===== src/rtl/p1_log_pkg.sv =====
// Shared types and default widths for the p1 pulse logger.
package p1_log_pkg;

  localparam int TS_W_DEF  = 16;
  localparam int W_W_DEF   = 8;
  localparam int CNT_W_DEF = 8;
  localparam int DEPTH_DEF = 8;

  typedef enum logic [1:0] {IDLE, HIGH, DISCARD} state_t;

  typedef struct packed {
    logic [TS_W_DEF-1:0] ts;
    logic [W_W_DEF-1:0]  width;
  } entry_t;

endpackage


===== src/rtl/p1_pulse_logger_if.sv =====
// Read-side valid/ready port carrying one pulse measurement {ts, width}.
interface p1_pulse_logger_if #(
  parameter int TS_W = p1_log_pkg::TS_W_DEF,
  parameter int W_W  = p1_log_pkg::W_W_DEF
);
  logic            rd_valid;
  logic            rd_ready;
  logic [TS_W-1:0] rd_ts;
  logic [W_W-1:0]  rd_width;

  modport master (output rd_valid, rd_ts, rd_width, input rd_ready);
  modport slave  (input rd_valid, rd_ts, rd_width, output rd_ready);
endinterface


===== src/rtl/p1_log_fifo.sv =====
// FWFT FIFO: head visible the edge after push; full+push+pop accepts both; flush wins.
// Head data reads 0 while empty.
module p1_log_fifo #(
  parameter int DEPTH = 8,
  parameter int DW    = 24
) (
  input  logic          clk,
  input  logic          rst,
  input  logic          push,
  input  logic          pop,
  input  logic          flush,
  input  logic [DW-1:0] wr_dat,
  output logic [DW-1:0] rd_dat,
  output logic          full,
  output logic          empty
);
  localparam int AW = $clog2(DEPTH);

  logic [DW-1:0] mem [DEPTH];
  logic [AW:0]   wr_ptr;
  logic [AW:0]   rd_ptr;
  logic          do_push;
  logic          do_pop;

  // Extra pointer MSB distinguishes full from empty when the indices match.
  assign empty   = (wr_ptr == rd_ptr);
  assign full    = (wr_ptr[AW] != rd_ptr[AW]) && (wr_ptr[AW-1:0] == rd_ptr[AW-1:0]);
  assign do_pop  = pop && !empty;
  assign do_push = push && (!full || do_pop);
  assign rd_dat  = empty ? '0 : mem[rd_ptr[AW-1:0]];

  always_ff @(posedge clk or posedge rst) begin
    if (rst) begin
      wr_ptr <= '0;
      rd_ptr <= '0;
    end else if (flush) begin
      wr_ptr <= '0;
      rd_ptr <= '0;
    end else begin
      if (do_push) wr_ptr <= wr_ptr + 1'b1;
      if (do_pop)  rd_ptr <= rd_ptr + 1'b1;
    end
  end

  always_ff @(posedge clk) begin
    if (do_push && !flush) mem[wr_ptr[AW-1:0]] <= wr_dat;
  end

endmodule


===== src/rtl/p1_pulse_logger.sv =====
// Times each high pulse on y_in (start ts, width) and queues it; entry visible one edge after y_in falls.
// Consumer stalls via rd_ready; a full FIFO with no pop drops the entry and counts it.
module p1_pulse_logger
  import p1_log_pkg::*;
#(
  parameter int TS_W  = TS_W_DEF,
  parameter int W_W   = W_W_DEF,
  parameter int DEPTH = DEPTH_DEF,
  parameter int CNT_W = CNT_W_DEF
) (
  input  logic                clk,
  input  logic                rst,
  input  logic                y_in,
  input  logic                clr,
  p1_pulse_logger_if.master   rd,
  output logic                busy,
  output logic [CNT_W-1:0]    event_count,
  output logic [CNT_W-1:0]    drop_count,
  output logic                overflow
);
  state_t          state;
  logic [TS_W-1:0] ts;
  logic [TS_W-1:0] start_ts;
  logic [W_W-1:0]  width;
  logic            push;
  logic            pop;
  logic            full;
  logic            empty;
  logic [TS_W+W_W-1:0] head;

  assign push        = (state == HIGH) && !y_in && !clr;
  assign pop         = rd.rd_ready && !empty;
  assign busy        = (state == HIGH);
  assign rd.rd_valid = !empty;
  assign {rd.rd_ts, rd.rd_width} = head;

  p1_log_fifo #(.DEPTH(DEPTH), .DW(TS_W + W_W)) u_fifo (
    .clk    (clk),
    .rst    (rst),
    .push   (push),
    .pop    (rd.rd_ready),
    .flush  (clr),
    .wr_dat ({start_ts, width}),
    .rd_dat (head),
    .full   (full),
    .empty  (empty)
  );

  always_ff @(posedge clk or posedge rst) begin
    if (rst) ts <= '0;
    else     ts <= ts + 1'b1;
  end

  // A pulse caught mid-way by clr is ignored until y_in returns low.
  always_ff @(posedge clk or posedge rst) begin
    if (rst) begin
      state    <= IDLE;
      start_ts <= '0;
      width    <= '0;
    end else if (clr) begin
      state <= y_in ? DISCARD : IDLE;
    end else begin
      case (state)
        IDLE: if (y_in) begin
          start_ts <= ts;
          width    <= W_W'(1);
          state    <= HIGH;
        end
        HIGH: if (y_in) begin
          if (width != '1) width <= width + 1'b1;
        end else begin
          state <= IDLE;
        end
        DISCARD: if (!y_in) state <= IDLE;
        default: state <= IDLE;
      endcase
    end
  end

  always_ff @(posedge clk or posedge rst) begin
    if (rst) begin
      event_count <= '0;
      drop_count  <= '0;
      overflow    <= 1'b0;
    end else if (clr) begin
      event_count <= '0;
      drop_count  <= '0;
      overflow    <= 1'b0;
    end else if (push) begin
      if (event_count != '1) event_count <= event_count + 1'b1;
      if (full && !pop) begin
        if (drop_count != '1) drop_count <= drop_count + 1'b1;
        overflow <= 1'b1;
      end
    end
  end

endmodule


===== src/flat_wrapper.sv =====
// flat-port wrapper written by rule: the top's interface ports become plain ports
module p1_pulse_logger_flat import p1_log_pkg::*;
#(
  parameter int TS_W  = TS_W_DEF,
  parameter int W_W   = W_W_DEF,
  parameter int DEPTH = DEPTH_DEF,
  parameter int CNT_W = CNT_W_DEF
)
  (clk, rst, y_in, clr, busy, event_count, drop_count, overflow, rd_rd_valid, rd_rd_ts, rd_rd_width, rd_rd_ready);
  p1_pulse_logger_if #(.TS_W(TS_W), .W_W(W_W)) rd_i ();
  input  logic clk;
  input  logic rst;
  input  logic y_in;
  input  logic clr;
  output logic busy;
  output logic [CNT_W-1:0] event_count;
  output logic [CNT_W-1:0] drop_count;
  output logic overflow;
  output wire logic [$bits(rd_i.rd_valid)-1:0] rd_rd_valid;
  output wire logic [$bits(rd_i.rd_ts)-1:0] rd_rd_ts;
  output wire logic [$bits(rd_i.rd_width)-1:0] rd_rd_width;
  input wire logic [$bits(rd_i.rd_ready)-1:0] rd_rd_ready;
  assign rd_rd_valid = rd_i.rd_valid;
  assign rd_rd_ts = rd_i.rd_ts;
  assign rd_rd_width = rd_i.rd_width;
  assign rd_i.rd_ready = rd_rd_ready;
  p1_pulse_logger #(.TS_W(TS_W), .W_W(W_W), .DEPTH(DEPTH), .CNT_W(CNT_W)) u_core (.clk(clk), .rst(rst), .y_in(y_in), .clr(clr), .rd(rd_i), .busy(busy), .event_count(event_count), .drop_count(drop_count), .overflow(overflow));
endmodule

===== config.mk =====
export PLATFORM = sky130hd
export DESIGN_NAME = p1_pulse_logger_flat
export DESIGN_NICKNAME = d
export VERILOG_FILES = /design/src/rtl/p1_log_pkg.sv /design/src/rtl/p1_pulse_logger_if.sv /design/src/rtl/p1_log_fifo.sv /design/src/rtl/p1_pulse_logger.sv /design/src/flat_wrapper.sv
export SDC_FILE = /design/constraint.sdc
export NUM_CORES = 1
export LEC_CHECK = 0
export ABC_AREA = 1
export CORE_MARGIN = 4
export CORE_UTILIZATION = 55
export DETAILED_ROUTE_END_ITERATION = 6
export PLACE_DENSITY = 0.86
export SLEW_MARGIN = 40
export SYNTH_ARGS = -nofsm -noshare
export SYNTH_HDL_FRONTEND = slang
export SYNTH_HIERARCHICAL = 1
export SYNTH_SLANG_ARGS = --single-unit

===== constraint.sdc =====
create_clock -name clk -period 2.85 [get_ports clk]
set_input_delay 0.855 -clock clk [delete_from_list [all_inputs] [get_ports clk]]
set_output_delay 0.855 -clock clk [all_outputs]
set_load 0.1 [all_outputs]

## Word level (Yosys, flattened, before mapping)

Memories as Yosys holds them, arrays and structs flattened.
Index checks and enable logic that the tools add are counted.

- Latch bits: 0
- Input port bits: 5
- Word-level logic and storage cells: 84
- Memories kept: 1
- Bits in read-only memories: 0
- Output and inout port bits: 43
- Flip-flop bits (word level): 67
- RAM bits: 192

Memory list:

| name | words | width | read ports | clocked after memory_dff | wr ports | RTL line | source |
|---|---|---|---|---|---|---|---|
| u_core.u_fifo.mem | 8 | 24 | 1 | 0 | 1 | p1_log_fifo.sv:19 | `logic [DW-1:0] mem [DEPTH];` |

- Eq/ne operators: 13
- Reduce and logical (&&, ||, !) cells: 28
- Div/mod/pow operators: 0
- $add $sub $neg: 6
- Bitwise gates (word level): 1
- $lt $le $gt $ge: 0
- $mul: 0
- Shifts and indexed selects: 0
- Muxes and demuxes: 26

Operators by type and width:

| kind | number |
|---|---|
| $mux W8 | 10 |
| $add A8 B1 Y8 const B | 3 |
| $mux W24 | 1 |
| $ne A8 B8 Y1 const B | 3 |
| $add A16 B1 Y16 const B | 1 |
| $mux W4 | 4 |
| $pmux W8 S2 | 1 |
| $reduce_bool A2 Y1 | 7 |
| $add A4 B1 Y4 const B | 2 |
| $mux W2 | 4 |
| $logic_and A1 B1 Y1 | 7 |
| $reduce_and A2 Y1 | 3 |
| $reduce_and A3 Y1 | 2 |
| $logic_not A1 Y1 | 5 |
| $mux W1 | 5 |
| $reduce_and A5 Y1 | 1 |
| $eq A4 B4 Y1 | 1 |
| $ne A2 B2 Y1 const B | 2 |
| $pmux W2 S2 | 1 |
| $eq A3 B3 Y1 | 1 |
| $ne A3 B2 Y1 const B | 1 |
| $ne A3 B3 Y1 const B | 1 |
| $eq A2 B1 Y1 const B | 1 |
| $eq A2 B2 Y1 const B | 1 |
| other kinds (6) | 6 |

## Depth between registers and ports, before layout

Gate-level depths: netlist (run 1).

- Depth in word-level cells: 8
- Depth in mapped cells: 17
- Gate-level depth less buffers: 14

## Cells and area by module

The synthesis (run 1) kept the hierarchy.

By module, submodules not included:

| module | cells each | times used | area each (um^2) |
|---|---|---|---|
| p1_log_fifo | 653 | 1 | 8106.5 |
| p1_pulse_logger | 372 | 1 | 3040.4 |

## Worst setup path after synthesis (run 1)

Ideal clock, no wire load.

- Path kind: register to register
- Start: register u_core.state[1]
- End: memory u_core.u_fifo.mem[0][0], enable pin
- Data arrival time: 3.344 ns
- Period minus slack after synthesis: 3.749 ns
- Cell stages (with the launch flop): 10
- Setup time: 0.405 ns
- Path slack: -0.899 ns
- Path buffers: 1
- Cell sequence: dfrtp_1 inv_1 ha_1 buf_4 inv_2 nor2_2 inv_2 nor2_1 nand3_2 nor2_1

- Word-level cells in the longest chain between the ends: 7

RTL lines:

| item | RTL line | source |
|---|---|---|
| start, declared | p1_pulse_logger.sv:21 | `state_t state;` |
| start signal, assigned | p1_pulse_logger.sv:61 | `state <= y_in ? DISCARD : IDLE;` |
| $eq A2 B1 Y1 | - |  |
| named net busy | flat_wrapper.sv:15 | `output logic busy;` |
| $logic_and A1 B1 Y1 (2 in series) | p1_pulse_logger.sv:31 | `assign push = (state == HIGH) && !y_in && !clr;` |
| named net u_core.push | p1_pulse_logger.sv:25 | `logic push;` |
| $logic_and A1 B1 Y1 | p1_log_fifo.sv:29 | `assign do_push = push && (!full \|\| do_pop);` |
| $logic_and A1 B1 Y1 | p1_log_fifo.sv:46 | `if (do_push && !flush) mem[wr_ptr[AW-1:0]] <= wr_dat;` |
| $mux W1 | p1_log_fifo.sv:46 |  |
| $mux W1 (implied by the code) | p1_log_fifo.sv:46 |  |
| end, declared | p1_log_fifo.sv:19 |  |

The timed path passes the listed nets, and every way through them passes these cells.

## Worst setup path in the final report (run 1)

- Start: register u_core.u_fifo.rd_ptr[0]
- End: output port rd_rd_width[0]

- Word-level cells in the longest chain between the ends: 2
- Elaborated cells between the ends (all ways): 3
- Those cells by class: eq/ne (1); mux (1); memory (1)

RTL lines:

| item | RTL line | source |
|---|---|---|
| start, declared | p1_log_fifo.sv:21 | `logic [AW:0] rd_ptr;` |
| start signal, assigned | p1_log_fifo.sv:41 | `if (do_pop) rd_ptr <= rd_ptr + 1'b1;` |
| $mem_v2 Z8 W24 or $eq A4 B4 Y1 (tied branches) | - |  |
| $mux W24 * | p1_log_fifo.sv:30 | `assign rd_dat = empty ? '0 : mem[rd_ptr[AW-1:0]];` |
| end, declared | flat_wrapper.sv:21 | `output wire logic [$bits(rd_i.rd_width)-1:0] rd_rd_width;` |

Every way passes the cells marked *; elsewhere a longest branch is shown, timed or not.

==> flow_summary.toml, run 1 <==
[sta]
worst_pin_slew_ns = 0.575
hold_violations = 0
rsz0062_at_grt = "yes"
finalCritPeriodShare_pct = 108
setup_violations = 25
skew_ns = 0.0218
slew_violations = 0
max_freq_ghz = 0.324
worst_slack_ns = -0.239
min_period_ns = 3.09
slew_headroom_pct = 61.6

[routing]
vias = 8308
viasPerCell = 5.98
drtIter0Drc = 1043
drt_wl_total_um = 29000
ant_nets = 0
firstDrtPassIters = 6
drc_errors = 0
wl_per_cell_um = 20.9

[min_path]
min_path_cells = 2
min_to = "u_core/ts[14]$_DFF_PP0_"
hold_path.class = "reg -> reg"
min_from = "u_core/ts[14]$_DFF_PP0_"

[synth]
synth.area.top_cells = "edfxtp_1, dfrtp_1, nor2_1"
syn_avg_cell_area_um2 = 10.9
yosysWarnings = 6
synth.most_common_cell = "nor2_1"
ys_top_cells_by_count = "nor2_1, edfxtp_1, nand2_1"
synth-edff-count = 192
synth_ff_type = "edfxtp_1"
syn_area_um2 = 11100
synth_fp_nets = 1038
yosysUniqueCellTypes = 37
netlist.area_leader.share_pct = 51.7
ys_async_sr_fraction_pct = 25.9
ys_seq_elements = 259
yosys.area.top_type = "edfxtp_1"
seq_area_frac_synth_pct = 66.8
netlist_instances = 1025

[place]
dp.final_hpwl_um = 14700
dpl_cell_area_um2 = 12300
portBuffers = 47
gp_congestion = 0.819

[worst_setup_path]
reg2reg_to = "u_core/u_fifo/mem[4][20]$_DFFE_PP_"
crit_path_max_fanout = 6
rr_startpoint = "u_core/u_fifo/rd_ptr[0]$_DFFE_PP0P_"
path_class = "reg -> out"
cp-end-kind = "output port"
r2r_cells = 11
crit_path_start_kind = "register"
crit_arrival_ns = 2.23
cp_data_required_time_ns = 2.00
r2r_setup_slack_ns = 0.54

[power_and_ir_drop]
total_power_mw = 8.30
pwr_density_cell_nw_per_um2 = 594
p_leak_nw = 5.24
irDropWorstVdd_uv = 483

[die]
io_pins = 48
die_w_um = 150
fp.dieArea_um2 = 22600
core_area_um2 = 19700
initial_core_util_pct = 56.5
die_h_um = 150
num_rows = 51

[layout]
finalInstanceArea_um2 = 14000
antenna_cells = 0
nNetsFinal = 1118
drive_above_1_share_pct = 20.3
area_growth_pct = 25.4

[outcome]
status = "complete, but fails checks"
violations = "setup timing"

[clock_network]
clk_pin_slew_ns = 0.07
ctsLongestPathBuffers = 3
root_buffer = "clkbuf_16"
clk_latency_ns = 0.53
numCtsBuffers = 26
cts_tree = "yes"
numClockSinks = 259
htree_levels = 1

[global_route]
grt_pass1_vias = 8156
grt_usage_pct = 24.8
grt_max_degree = 37
grt_pass1_wl_um = 43400
grt_antenna_before_repair = 0
grt_overflow = 0

[flow_run]
cap_viol_max_count = 0
-- critical path, stage by stage (launching register included) --
cell     delay [ns]
dfrtp_2        0.44
buf_12         0.17
inv_16         0.09
buf_12         0.13
o21ai_0        0.10
o22ai_1        0.28
nor2_1         0.11
nor2_2         0.18
buf_12         0.19
-- cells in the final DEF, fill, tap and decap left out, drive strengths merged --
cell type	synthesis	layout
buf	25	92
ha	8	8
clkinv	2	11
nand4	12	12
inv	47	49
xor2	17	17
dfrtp	67	67
nor3	8	8
nor2	223	223
bufbuf	0	1
nand2	156	156
o21bai	1	1
mux2	4	4
bufinv	0	4
clkdlybuf4s50	0	4
xnor2	3	3
o22ai	26	26
edfxtp	192	192
o21ai	126	126
o211ai	24	24
nand3	53	53
nor3b	1	1
or2	2	2
clkbuf	26	36
clkinvlp	0	3
a21oi	2	2
-- power breakdown --
| group | switching (mW) | total, mW | internal [mW] |
|---|---|---|---|
| clock network | 1.41 | 3.51 | 2.09 |
| logic | 0.375 | 0.586 | 0.210 |
| registers | 0.102 | 4.21 | 4.11 |
| total | 1.89 | 8.30 | 6.41 |
-- registers in the layout, indices dropped and copies added (netlist names) --
| name | count |
|---|---|
| u_core/u_fifo/mem | 192 |
| u_core/drop_count | 8 |
| u_core/start_ts | 16 |
| u_core/ts | 16 |
| u_core/event_count | 8 |
| u_core/overflow | 1 |
| u_core/u_fifo/rd_ptr | 4 |
| u_core/width | 8 |
| u_core/u_fifo/wr_ptr | 4 |
| u_core/state | 2 |
-- cell type report --
type / count / area [um^2]
Clock buffer: 31 / 691
Clock inverter: 17 / 190
Inverter: 49 / 201
Sequential cell: 259 / 7450
Timing Repair Buffer: 102 / 1630
Fill cell: 1200 / 5740
Multi-Input combinational cell: 666 / 3480
Timing Repair inverter: 1 / 8.76
Tap cell: 265 / 332
-- what timing repair did --
action,4_1_cts,5_1_grt
cloned,11,7
buffers inserted,9,4
endpoints found under the setup margin,25,25
gates resized for setup,40,34
pin swaps,11,19
hold buffers,0,0
-- cell families (layout without fill, tap and decap cells) --
group	Yosys count	count (layout)	share of synthesized area, %
adders and majority gates	8	8	0.898
and+or+nand+nor	455	455	17.1
muxes	4	4	0.404
DFF	259	259	66.8
xor gates and xnor gates	20	20	1.57
AOI/OAI and AO/OA	179	179	9.02
buffers and inverters	100	200	4.25
-- per-layer routing --
metal	up-vias	track usage (%)	wire (um)	share of wire, %
met5	-	0	0	0
met4	0	11.3	1400	4.8
met3	103	3.28	2580	8.9
met2	497	43.4	14800	51
met1	3987	30.8	10200	35
li1	3721	-	-	-
-- worst max path at each step --
stage,start,slack [ns],end,depth (start not counted)
4_1_cts,u_core/u_fifo/rd_ptr[0]$_DFFE_PP0P_,-0.16,rd_rd_width[0],10
2_1_floorplan,u_core/u_fifo/rd_ptr[0]$_DFFE_PP0P_,0.01,rd_rd_ts[10],7
3_3_place_gp,y_in,0.11,u_core/u_fifo/mem[7][12]$_DFFE_PP_,7
6_report,u_core/u_fifo/rd_ptr[0]$_DFFE_PP0P_,-0.24,rd_rd_width[0],8
5_1_grt,u_core/u_fifo/rd_ptr[0]$_DFFE_PP0P_,-0.28,rd_rd_ts[1],10
3_5_place_dp,y_in,0.05,u_core/u_fifo/mem[7][12]$_DFFE_PP_,7
-- metrics by stage --
step	std cells	worst slack [ns]	util [%]	setup TNS [ns]	hold slack, ns
floorplan	1025	0.0114	-	0	0.434
global placement	1311	0.108	62.6	0	0.456
detailed placement	1311	0.0543	62.6	0	0.464
CTS	1379	-0.155	69.7	-3.56	0.477
global route	1390	-0.276	70.9	-5.84	0.517
finish	1390	-0.239	70.9	-4.17	0.471
No activity file was read; power rests on OpenSTA's default activity.
==> inputs of run 2 (changes only) <==
ABC_CLOCK_PERIOD_IN_PS = 2850   (was unset)
==> results of run 2 <==
No change in the layout: final DEF, timing and power equal those of run 1.
==> inputs of run 3 (changes only) <==
CAP_MARGIN = 20   (was unset)
CORE_UTILIZATION = 50   (was 55)
PLACE_DENSITY = 0.8   (was 0.86)
==> flow_summary.toml, run 3 (synthesis results as in run 1) <==
[outcome]
status = "complete, but fails checks"
violations = "setup timing"

[global_route]
grt_pass1_vias = 7965
grt_overflow = 0
grt_pass1_wl_um = 41700
grt_max_degree = 60
grt_antenna_before_repair = 0
grt_usage_pct = 21.2

[power_and_ir_drop]
total_power_mw = 8.17
irDropWorstVdd_uv = 562
pwr_density_cell_nw_per_um2 = 587
p_leak_nw = 5.17

[sta]
skew_ns = 0.0231
worst_pin_slew_ns = 0.520
slew_headroom_pct = 65.3
finalCritPeriodShare_pct = 110
worst_slack_ns = -0.288
setup_violations = 25
rsz0062_at_grt = "yes"
hold_violations = 0
slew_violations = 0
min_period_ns = 3.14
max_freq_ghz = 0.319

[layout]
mostFrequentLayoutCells = "edfxtp_1, nor2_1, nand2_1"
nNetsFinal = 1110
finish.utilization_pct = 63.5
fin_cells = 1395
largest_reg_flops = 192
drive_above_1_share_pct = 21.0
antenna_cells = 0
area_growth_pct = 24.8
final_common_cell = "edfxtp_1"

[flow_run]
cap_viol_max_count = 0

[routing]
drtIter0Drc = 704
viasPerCell = 5.73
firstDrtPassIters = 5
vias = 7991
drc_errors = 0
ant_nets = 0
wl_per_cell_um = 19.2
drt_wl_total_um = 26800

[die]
initial_core_util_pct = 50.9
num_rows = 54
die_w_um = 157
die_h_um = 157
core_area_um2 = 21900
io_pins = 48
fp.dieArea_um2 = 24700

[clock_network]
clk_latency_ns = 0.54
root_buffer = "clkbuf_16"
clk_pin_slew_ns = 0.06
numCtsBuffers = 26
numClockSinks = 259
htree_levels = 1
ctsLongestPathBuffers = 3
cts_tree = "yes"

[place]
gp_congestion = 0.809
place_inst = 1331
portBuffers = 47
dp.final_hpwl_um = 15100

[worst_setup_path]
crit_path_start_kind = "register"
path_cells = "buf_12, buf_12, buf_16, nor2_1, nor2_1, o21ai_1, o211ai_1, nand2_1, nor2_2, buf_12"
r2r_cells = 9
crit_arrival_ns = 2.28
cp_common_cell = "buf_12"
crit_path_max_fanout = 8
cp-end-kind = "output port"
slowest_delay_ns = 0.49
path_class = "reg -> out"
slowest_stage = "dfrtp_4"
cp_data_required_time_ns = 2.00

[min_path]
hold_path.class = "reg -> reg"
min_path_cells = 1
-- run 3: worst max-delay path: cells and delay by family, from the launching register on --
| family | cells | cell delay, ns |
|---|---|---|
| AOI/OAI and AO/OA | 2 | 0.22 |
| and+or+nand+nor | 4 | 0.45 |
| DFF | 1 | 0.49 |
| buffers and inverters | 4 | 0.58 |
-- run 3: power by group --
part           internal (mW)  switching [mW]  leakage [nW]
Sequential              4.11          0.0993          2.77
Combinational          0.206           0.365          1.99
Clock                   1.94            1.45         0.414
-- run 3: final cells by class --
| cell class | instances | area (um^2) |
|---|---|---|
| flip-flops and latches | 259 | 7450 |
| well taps | 280 | 350 |
| clock buffers | 31 | 733 |
| inverters | 49 | 193 |
| repair buffers | 95 | 1510 |
| clock inverters | 15 | 129 |
| fillers | 1568 | 7980 |
| multi-input cells | 666 | 3540 |
-- run 3: repair_timing --
action | 4_1_cts | 5_1_grt
endpoints found under the hold margin | 0 | 0
setup endpoints to repair | 25 | 25
buffers inserted | 7 | 0
gates cloned | 7 | 4
gates resized for setup | 54 | 30
hold buffers | 0 | 0
pin swaps | 23 | 27
-- run 3: layer usage --
| metal | global-route usage (%) | wire [um] | vias up | part of all wire [%] |
|---|---|---|---|---|
| li1 | - | - | 3708 | - |
| met1 | 28.7 | 10700 | 3849 | 40 |
| met2 | 35.4 | 13400 | 374 | 50 |
| met3 | 3.11 | 1960 | 60 | 7.3 |
| met4 | 7.29 | 724 | 0 | 2.7 |
| met5 | 0 | 0 | - | 0 |
-- run 3: final timing paths --
kind / startpoint / to / slack [ns]
min in group asynchronous: rst / u_core/u_fifo/rd_ptr[0]$_DFFE_PP0P_ / 0.63
worst min register to register: u_core/ts[0]$_DFF_PP0_ / u_core/ts[0]$_DFF_PP0_ / 0.47
worst min-delay path: u_core/ts[0]$_DFF_PP0_ / u_core/ts[0]$_DFF_PP0_ / 0.47
worst max-delay path: u_core/u_fifo/rd_ptr[0]$_DFFE_PP0P_ / rd_rd_width[3] / -0.29
worst max register to register: u_core/state[1]$_DFFE_PP0P_ / u_core/u_fifo/mem[2][0]$_DFFE_PP_ / 0.64
max in group asynchronous: rst / u_core/start_ts[7]$_DFFE_PP0P_ / 1.83
-- run 3: metrics by stage --
stage          instance area, um^2  TNS (ns)  setup slack (ns)  hold slack, ns
4_1_cts                      13700     -3.74            -0.183           0.474
3_3_place_gp                 12400         0            0.0805           0.456
6_report                     13900     -4.40            -0.288           0.466
5_1_grt                      13900     -6.21            -0.386           0.502
2_1_floorplan                11300         0            0.0114           0.434
3_5_place_dp                 12400         0            0.0511           0.466
